[src/rtl/ldm_scan_ctrl.sv]
// LED dot-matrix row-scan controller: fetches a row from the frame buffer,
// shifts it out MSB first, latches the row address, then enables the panel for a dwell time.
module ldm_scan_ctrl #(
  parameter int ADDR_W    = 4,
  parameter int ROWS      = 16,
  parameter int COLS      = 16,
  parameter int CLK_HALF  = 1,
  parameter int LAT_CYC   = 1,
  parameter int DWELL_CYC = 8
) (
  input  logic              clk,
  input  logic              rst,
  input  logic              en,
  output logic              rd_en,
  output logic [ADDR_W-1:0] rd_addr,
  input  logic [COLS-1:0]   rd_data,
  output logic              LDM_CLK,
  output logic              LDM_DATA,
  output logic              LDM_LAT,
  output logic              LDM_ADDR_EN,
  output logic [ADDR_W-1:0] LDM_ADDR,
  output logic              LDM_OE,
  output logic              frame_done,
  output logic              busy,
  output logic [2:0]        dbg_state
);

  localparam int MAX_A = (CLK_HALF > LAT_CYC) ? CLK_HALF : LAT_CYC;
  localparam int MAX_C = (MAX_A > DWELL_CYC) ? MAX_A : DWELL_CYC;
  localparam int CW    = (MAX_C > 1) ? $clog2(MAX_C) : 1;
  localparam int BW    = (COLS > 1) ? $clog2(COLS) : 1;

  localparam logic [CW-1:0]     HALF_LAST  = CW'(CLK_HALF - 1);
  localparam logic [CW-1:0]     LAT_LAST   = CW'(LAT_CYC - 1);
  localparam logic [CW-1:0]     DWELL_LAST = CW'(DWELL_CYC - 1);
  localparam logic [BW-1:0]     BIT_LAST   = BW'(COLS - 1);
  localparam logic [ADDR_W-1:0] ROW_LAST   = ADDR_W'(ROWS - 1);

  typedef enum logic [2:0] {
    S_IDLE  = 3'd0,
    S_FETCH = 3'd1,
    S_LOAD  = 3'd2,
    S_SHIFT = 3'd3,
    S_LATCH = 3'd4,
    S_DWELL = 3'd5
  } state_t;

  state_t              state_q, state_d;
  logic [ADDR_W-1:0]   row_q, row_d;
  logic [CW-1:0]       cnt_q, cnt_d;
  logic [BW-1:0]       bit_q, bit_d;
  logic [COLS-1:0]     sreg_q, sreg_d;
  logic                rd_en_q, rd_en_d;
  logic [ADDR_W-1:0]   rd_addr_q, rd_addr_d;
  logic                ldm_clk_q, ldm_clk_d;
  logic                ldm_data_q, ldm_data_d;
  logic                ldm_lat_q, ldm_lat_d;
  logic                ldm_addr_en_q, ldm_addr_en_d;
  logic [ADDR_W-1:0]   ldm_addr_q, ldm_addr_d;
  logic                ldm_oe_q, ldm_oe_d;
  logic                frame_done_q, frame_done_d;
  logic                busy_q, busy_d;

  // Control path: next state and counters. cnt is shared by the half-period,
  // latch and dwell timers since only one of them runs at a time.
  always_comb begin
    state_d    = state_q;
    row_d      = row_q;
    cnt_d      = cnt_q;
    bit_d      = bit_q;
    sreg_d     = sreg_q;
    ldm_clk_d  = ldm_clk_q;
    ldm_data_d = ldm_data_q;
    ldm_addr_d = ldm_addr_q;
    case (state_q)
      S_IDLE: begin
        if (en) state_d = S_FETCH;
      end
      S_FETCH: begin
        state_d = S_LOAD;
      end
      S_LOAD: begin
        state_d    = S_SHIFT;
        sreg_d     = rd_data;
        bit_d      = BIT_LAST;
        cnt_d      = '0;
        ldm_clk_d  = 1'b0;
        ldm_data_d = rd_data[COLS-1];
      end
      S_SHIFT: begin
        if (cnt_q == HALF_LAST) begin
          cnt_d = '0;
          if (!ldm_clk_q) begin
            ldm_clk_d = 1'b1;
          end else if (bit_q == '0) begin
            state_d    = S_LATCH;
            ldm_clk_d  = 1'b0;
            ldm_data_d = 1'b0;
            ldm_addr_d = row_q;
          end else begin
            // Data only advances on the falling edge of the panel clock.
            bit_d      = bit_q - BW'(1);
            sreg_d     = sreg_q << 1;
            ldm_clk_d  = 1'b0;
            ldm_data_d = sreg_d[COLS-1];
          end
        end else begin
          cnt_d = cnt_q + CW'(1);
        end
      end
      S_LATCH: begin
        if (cnt_q == LAT_LAST) begin
          cnt_d   = '0;
          state_d = S_DWELL;
        end else begin
          cnt_d = cnt_q + CW'(1);
        end
      end
      S_DWELL: begin
        if (cnt_q == DWELL_LAST) begin
          cnt_d   = '0;
          row_d   = (row_q == ROW_LAST) ? '0 : row_q + ADDR_W'(1);
          state_d = en ? S_FETCH : S_IDLE;
        end else begin
          cnt_d = cnt_q + CW'(1);
        end
      end
      default: begin
        state_d = S_IDLE;
      end
    endcase
  end

  // Output strobes are decoded from the next state so every pin is a flop.
  always_comb begin
    rd_en_d       = (state_d == S_FETCH);
    rd_addr_d     = (state_d == S_FETCH) ? row_d : rd_addr_q;
    ldm_lat_d     = (state_d == S_LATCH);
    ldm_addr_en_d = (state_d == S_LATCH);
    ldm_oe_d      = (state_d == S_DWELL);
    busy_d        = (state_d != S_IDLE);
    frame_done_d  = (state_d == S_DWELL) && (cnt_d == DWELL_LAST) && (row_q == ROW_LAST);
  end

  always_ff @(posedge clk) begin
    if (rst) begin
      state_q       <= S_IDLE;
      row_q         <= '0;
      cnt_q         <= '0;
      bit_q         <= '0;
      sreg_q        <= '0;
      rd_en_q       <= 1'b0;
      rd_addr_q     <= '0;
      ldm_clk_q     <= 1'b0;
      ldm_data_q    <= 1'b0;
      ldm_lat_q     <= 1'b0;
      ldm_addr_en_q <= 1'b0;
      ldm_addr_q    <= '0;
      ldm_oe_q      <= 1'b0;
      frame_done_q  <= 1'b0;
      busy_q        <= 1'b0;
    end else begin
      state_q       <= state_d;
      row_q         <= row_d;
      cnt_q         <= cnt_d;
      bit_q         <= bit_d;
      sreg_q        <= sreg_d;
      rd_en_q       <= rd_en_d;
      rd_addr_q     <= rd_addr_d;
      ldm_clk_q     <= ldm_clk_d;
      ldm_data_q    <= ldm_data_d;
      ldm_lat_q     <= ldm_lat_d;
      ldm_addr_en_q <= ldm_addr_en_d;
      ldm_addr_q    <= ldm_addr_d;
      ldm_oe_q      <= ldm_oe_d;
      frame_done_q  <= frame_done_d;
      busy_q        <= busy_d;
    end
  end

  assign rd_en       = rd_en_q;
  assign rd_addr     = rd_addr_q;
  assign LDM_CLK     = ldm_clk_q;
  assign LDM_DATA    = ldm_data_q;
  assign LDM_LAT     = ldm_lat_q;
  assign LDM_ADDR_EN = ldm_addr_en_q;
  assign LDM_ADDR    = ldm_addr_q;
  assign LDM_OE      = ldm_oe_q;
  assign frame_done  = frame_done_q;
  assign busy        = busy_q;
  assign dbg_state   = state_q;

endmodule

[config.mk]
export PLATFORM = sky130hd
export DESIGN_NAME = ldm_scan_ctrl
export DESIGN_NICKNAME = d
export VERILOG_FILES = /design/src/rtl/ldm_scan_ctrl.sv
export SDC_FILE = /design/constraint.sdc
export NUM_CORES = 1
export LEC_CHECK = 0
export CORE_MARGIN = 4
export CORE_UTILIZATION = 25
export DETAILED_ROUTE_END_ITERATION = 8
export PLACE_DENSITY_LB_ADDON = 0.12
export SLEW_MARGIN = 10
export SYNTH_ARGS = -nofsm -noshare
export SYNTH_HDL_FRONTEND = slang
export SYNTH_SLANG_ARGS = --single-unit
[constraint.sdc]
create_clock -name clk -period 3.88 [get_ports clk]
set_input_delay 0.582 -clock clk [delete_from_list [all_inputs] [get_ports clk]]
set_output_delay 0.582 -clock clk [all_outputs]
set_load 0.1 [all_outputs]
# After elaboration in Yosys (flattened, before gate mapping)
# Cells that the tools add are included.
# word_totals
register_bits,44
# classes
n_addsub,3
n_eq_ne,14
mux,29
reduce_logical,12
# op_table
cell,count
$mux 15,3
$pmux 15 s2,1
$mux 3,8
$mux 4,6
$eq 3x3->1 const B,6
$pmux 3 s6,1
$pmux 3 s3,1
$pmux 4 s2,1
$reduce_and 4->1,2
$eq 3x1->1 const B,2
$eq 3x2->1 const B,2
$logic_not 3->1,2
$mux 1,6
$ne 2x2->1 const B,3
$add 4x1->4 const B,1
$eq 4x4->1 const B,1
$logic_not 4->1,1
$pmux 1 s2,2
$sub 4x1->4 const B,1
$add 3x1->3 const B,1
$reduce_and 3->1,1
$reduce_bool 3->1,1
$logic_and 1x1->1,2
$reduce_and 2->1,1
other kinds (2),2

# Longest topological paths before layout
# logic_depth
ltp_word,8
ltp_mapped,8

# Worst setup path after synthesis
# Ideal clock, no wire load.
# synth_timing
path_type,register to register
from,reg state_q[2] (netlist: dbg_state[2])
to,reg frame_done_q (netlist: frame_done)
setup_ns,0.061
t_arrival_ns,2.197
setup_slack_ns,1.621
stages_incl_launch_ff,6
n_path_buf,1
period_less_slack_ns,2.259
cell_sequence,dfxtp_1 > buf_2 > nor2b_1 > a2111o_1 > a311oi_2 > and4bb_1
# synth_between
elab_chain_cells,7
word_cells_on_any_way,19
# synth_lines
item,line_no,text
from (decl),48,"state_t state_q, state_d;"
from (signal assigned),163,state_q <= state_d;
$mux 3,95,end else if (bit_q == '0) begin
$mux 3,93,if (!ldm_clk_q) begin
$mux 3,91,if (cnt_q == HALF_LAST) begin
$pmux 3 s6,75,case (state_q)
$eq 3x3->1,142,frame_done_d = (state_d == S_DWELL) && (cnt_d == DWELL_LAST) && (row_q == ROW_LAST);
$logic_and 1x1->1 (*) (2 in series),142,
to (signal assigned),176,frame_done_q <= frame_done_d;
to (decl),61,"logic frame_done_q, frame_done_d;"
# Mark *: on every way between the ends. The rest lies on a longest branch, timed or not.
# A chain may end at the register's enable or synchronous reset.

# Worst setup path after layout
# layout_timing
from,reg state_q[1] (netlist: dbg_state[1])
to,out dbg_state[1]
# layout_lines
item,line_no,text
to (decl),25,output logic [2:0] dbg_state
# No word-level cell between the ends.

==> out/qor.csv <==
stage,metric,value,unit
worst_hold_path,Worst Hold Depth,2,
worst_setup_path,Critical Path Max Stage Delay,1.23,ns
drt,drt total wl,5480,um
global_route,pin count of the biggest net entering global routing,21,
power_and_ir_drop,Clock power frac,0.329,
floorplan,# IOs,38,
floorplan,DIE AREA,10200,um2
logic_synthesis,Synth Register Bits,44,
global_route,antenna violations before repair,0,
clock_network,# Post-CTS Setup Buffers,0,
logic_synthesis,Yosys top cell area share,0.406,
logic_synthesis,asr flop ratio synth,0,
power_and_ir_drop,Static Leakage,1.04,nW
drt,DRT Pass-1 Iters,4,
finish,layout cells sized above 1,0.0751,
power_and_ir_drop,worst vdd ir,0.000132,V
drt,routed wl met3,310,um
power_and_ir_drop,Seq pwr share,0.459,
logic_synthesis,Mapped Area,2170,um2
worst_setup_path,Setup crit end kind,output port,
sta,total negative slack,0,ns
clock_network,TritonCTS clock tree,built,
worst_setup_path,Worst path top cell family by delay,buffers and inverters,
drt,initial DRC count,80,
logic_synthesis,Synth cell types,50,
clock_network,CTS buffer count,5,
status,status,finished clean,
sta,worst slew pin tran,0.975,ns
power_and_ir_drop,Switching Share,0.314,
worst_setup_path,RR Startpoint,dbg_state[1],
clock_network,Resize count post-CTS,0,
floorplan,# rows,33,
worst_setup_path,CP cell instances,clkdlybuf4s50_1,
floorplan,Die X,101,um
clock_network,clock root cell,clkbuf_8,
floorplan,starting density of the core,0.260,
place,hpwl dp,3790,um
clock_network,TritonCTS Sinks,44,
drt,via count,1926,
power_and_ir_drop,Pint,0.000740,W
place,IO buf count,37,
worst_setup_path,RR Endpoint,frame_done,
power_and_ir_drop,power share of the combinational group,0.212,
power_and_ir_drop,Pwr per Cell Area,394,nW/um2
clock_network,"Reg clk slew, reported paths",0.08,ns
global_route,first-pass GRT wire length,9340,um
worst_setup_path,CP required,3.30,ns
drt,antenna-violating nets left,0,
logic_synthesis,largest area contributor in the netlist,dfxtp_1,
sta,Relative slew margins,0.348,
drt,wire per inst,13.8,um
floorplan,Placeable Area,8340,um2
global_route,GR Overflow Total,0,
logic_synthesis,"Seq/Total Area, Yosys",0.406,
sta,Final Skew,0.00754,ns
logic_synthesis,Mapped Nets,286,
logic_synthesis,Yosys warnings,0,
sta,Final Hold Violating Endpoints,0,
worst_setup_path,Buf/Inv on CP,1,
clock_network,clk buf depth,2,
place,RD Place Congestion,0.786,
logic_synthesis,number of flops mapped to enable cells by yosys,0,
worst_hold_path,Hold Path End,sreg_q[0],
sta,unrepaired setup endpoints after global routing,false,
finish,nets,316,
finish,Ant. Diodes,0,
worst_setup_path,CP max stage cell,clkdlybuf4s50_1,
worst_setup_path,Worst setup SP type,flop,
drt,DRC,0,
clock_network,H-tree depth,2,
drt,Vias per Instance,4.84,
worst_setup_path,critical path class,flop to output port,
global_route,GRT Total Usage,0.113,
sta,Final min period,2.78,ns
worst_hold_path,class of the worst hold path,flop to flop,
floorplan,Die Ht,101,um
sta,Pins Over Slew Limit,0,
clock_network,hold buffer count at CTS,0,
worst_setup_path,CP max FO,16,
logic_synthesis,dominant synthesized flop cell,dfxtp_1,
power_and_ir_drop,Pwr Total,0.00108,W
global_route,number of global-route vias before repair,1917,
clock_network,Worst-Skew Late Latency,0.30,ns
drt,routed wl met2,2410,um
drt,wl on met1,2690,um
sta,final setup fails,0,
logic_synthesis,"Avg Cell Area, Syn",8.29,um2
run,Max-Cap Viols,0,
worst_setup_path,flop2flop setup slack,1.64,ns
worst_setup_path,Critical Path AT,2.20,ns
finish,synth-to-layout area growth,26.3,%
logic_synthesis,Post-Syn Instances,262,
worst_setup_path,Worst R2R Path Depth,4,
logic_synthesis,dominant cells by area after synthesis,"dfxtp_1, nor2b_1, nor2_1, o21ai_0, nand4_1",
sta,fmax,0.360,GHz
worst_hold_path,critical hold path startpoint,sreg_q[0],
sta,Tcrit/Tclk final,0.716,
power_and_ir_drop,Net Sw Power,0.000339,W
finish,fillcell total,897,
drt,Top Layer Used,met4,
[cells by family after synthesis]
logic type,count (synthesis),synth area share
AO/OA/AOI/OAI,58,0.187
XOR/XNOR,1,0.00403
adder cells (fa/ha/maj),5,0.0288
buffers and inverters,31,0.0582
flip-flops,44,0.406
multiplexers,6,0.0277
AND/OR/NAND/NOR,117,0.289
[worst max path at each step]
stage / from / endpoint / slack [ns] / cells after the start
after floorplan: dbg_state[2] / frame_done / 1.62 / 5
after global placement: dbg_state[1] / dbg_state[1] / 1.45 / 1
after detailed placement: dbg_state[1] / dbg_state[1] / 1.43 / 1
after CTS: dbg_state[1] / dbg_state[1] / 1.09 / 1
after global routing: dbg_state[1] / dbg_state[1] / 1.01 / 1
final: dbg_state[1] / dbg_state[1] / 1.10 / 1
[layout by cell type (no fill, tap or decap), types with 2 or more instances in the layout]
master,synthesis,routed
nand2b_1,3,3
clkdlybuf4s50_1,0,36
mux2i_1,6,6
nand2_1,17,17
a32oi_1,3,3
a211oi_1,6,6
dfxtp_1,44,44
a22oi_1,3,3
nand3_1,17,17
nor2_1,28,28
clkbuf_8,0,5
nand3b_1,2,2
nor3b_1,2,2
ha_1,5,5
a211o_1,2,2
nor3_1,4,4
buf_4,2,7
a21oi_1,12,12
nor2b_1,17,17
inv_1,11,11
o32ai_1,2,2
nand4_1,14,14
o21ai_0,18,18
[power groups by stage]
| stage | Sequential (W) | Combinational, W | Clock, W |
|---|---|---|---|
| 6_report | 0.000496 | 0.000229 | 0.000355 |
| 5_1_grt | 0.000501 | 0.000247 | 0.000384 |
| 4_1_cts | 0.000496 | 0.000231 | 0.000371 |
| 3_5_place_dp | 0.000506 | 0.000230 | 0 |
| 3_3_place_gp | 0.000506 | 0.000231 | 0 |
| 2_1_floorplan | 0.000565 | 0.000102 | 0 |
[routing by layer]
layer | up-vias | GRT usage
li1 | 998 | -
met1 | 882 | 0.160
met2 | 39 | 0.174
met3 | 7 | 0.0234
met4 | 0 | 0.0337
met5 | - | 0
[final cells by class]
cell class / instances / area, um2 / share of cell area
inverters: 11 / 41.3 / 0.0151
well taps: 105 / 131 / 0.0479
flip-flops and latches: 44 / 881 / 0.321
repair buffers: 43 / 413 / 0.151
multi-input cells: 187 / 1160 / 0.425
clock inverters: 3 / 42.5 / 0.0155
clock buffers: 5 / 68.8 / 0.0251
[metrics by stage]
stage	cells	area (um2)	util	worst slack (ns)	hold slack (ns)
3_3_place_gp	390	2630	0.315	1.45	0.455
5_1_grt	398	2740	0.329	1.01	0.533
2_1_floorplan	262	2170	-	1.62	0.445
6_report	398	2740	0.329	1.10	0.484
4_1_cts	398	2740	0.329	1.09	0.483
3_5_place_dp	390	2630	0.315	1.43	0.470
[synthesized netlist by cell type, types with 3 or more instances]
cell / count
clkbuf_1: 15
a211oi_1: 6
nand4_1: 14
dfxtp_1: 44
a32oi_1: 3
a21oi_1: 12
o21ai_0: 18
nand2_1: 17
mux2i_1: 6
nor2_1: 28
a22oi_1: 3
nand2b_1: 3
nor2b_1: 17
ha_1: 5
inv_1: 11
nand3_1: 17
nor3_1: 4
[sequential cells by signal, indices dropped and copies added (netlist names), 3 cells and up]
signal / count
LDM_ADDR: 4
bit_q: 4
cnt_q: 3
dbg_state: 3
rd_addr: 4
row_q: 4
sreg_q: 15
[tightest hold or removal path: cells and delay by family, from the launching register on]
kind,cells,cell delay [ns]
AO/OA/AOI/OAI,2,0.13
flip-flops,1,0.32
Note: power is estimated with default switching activity, not from simulation.
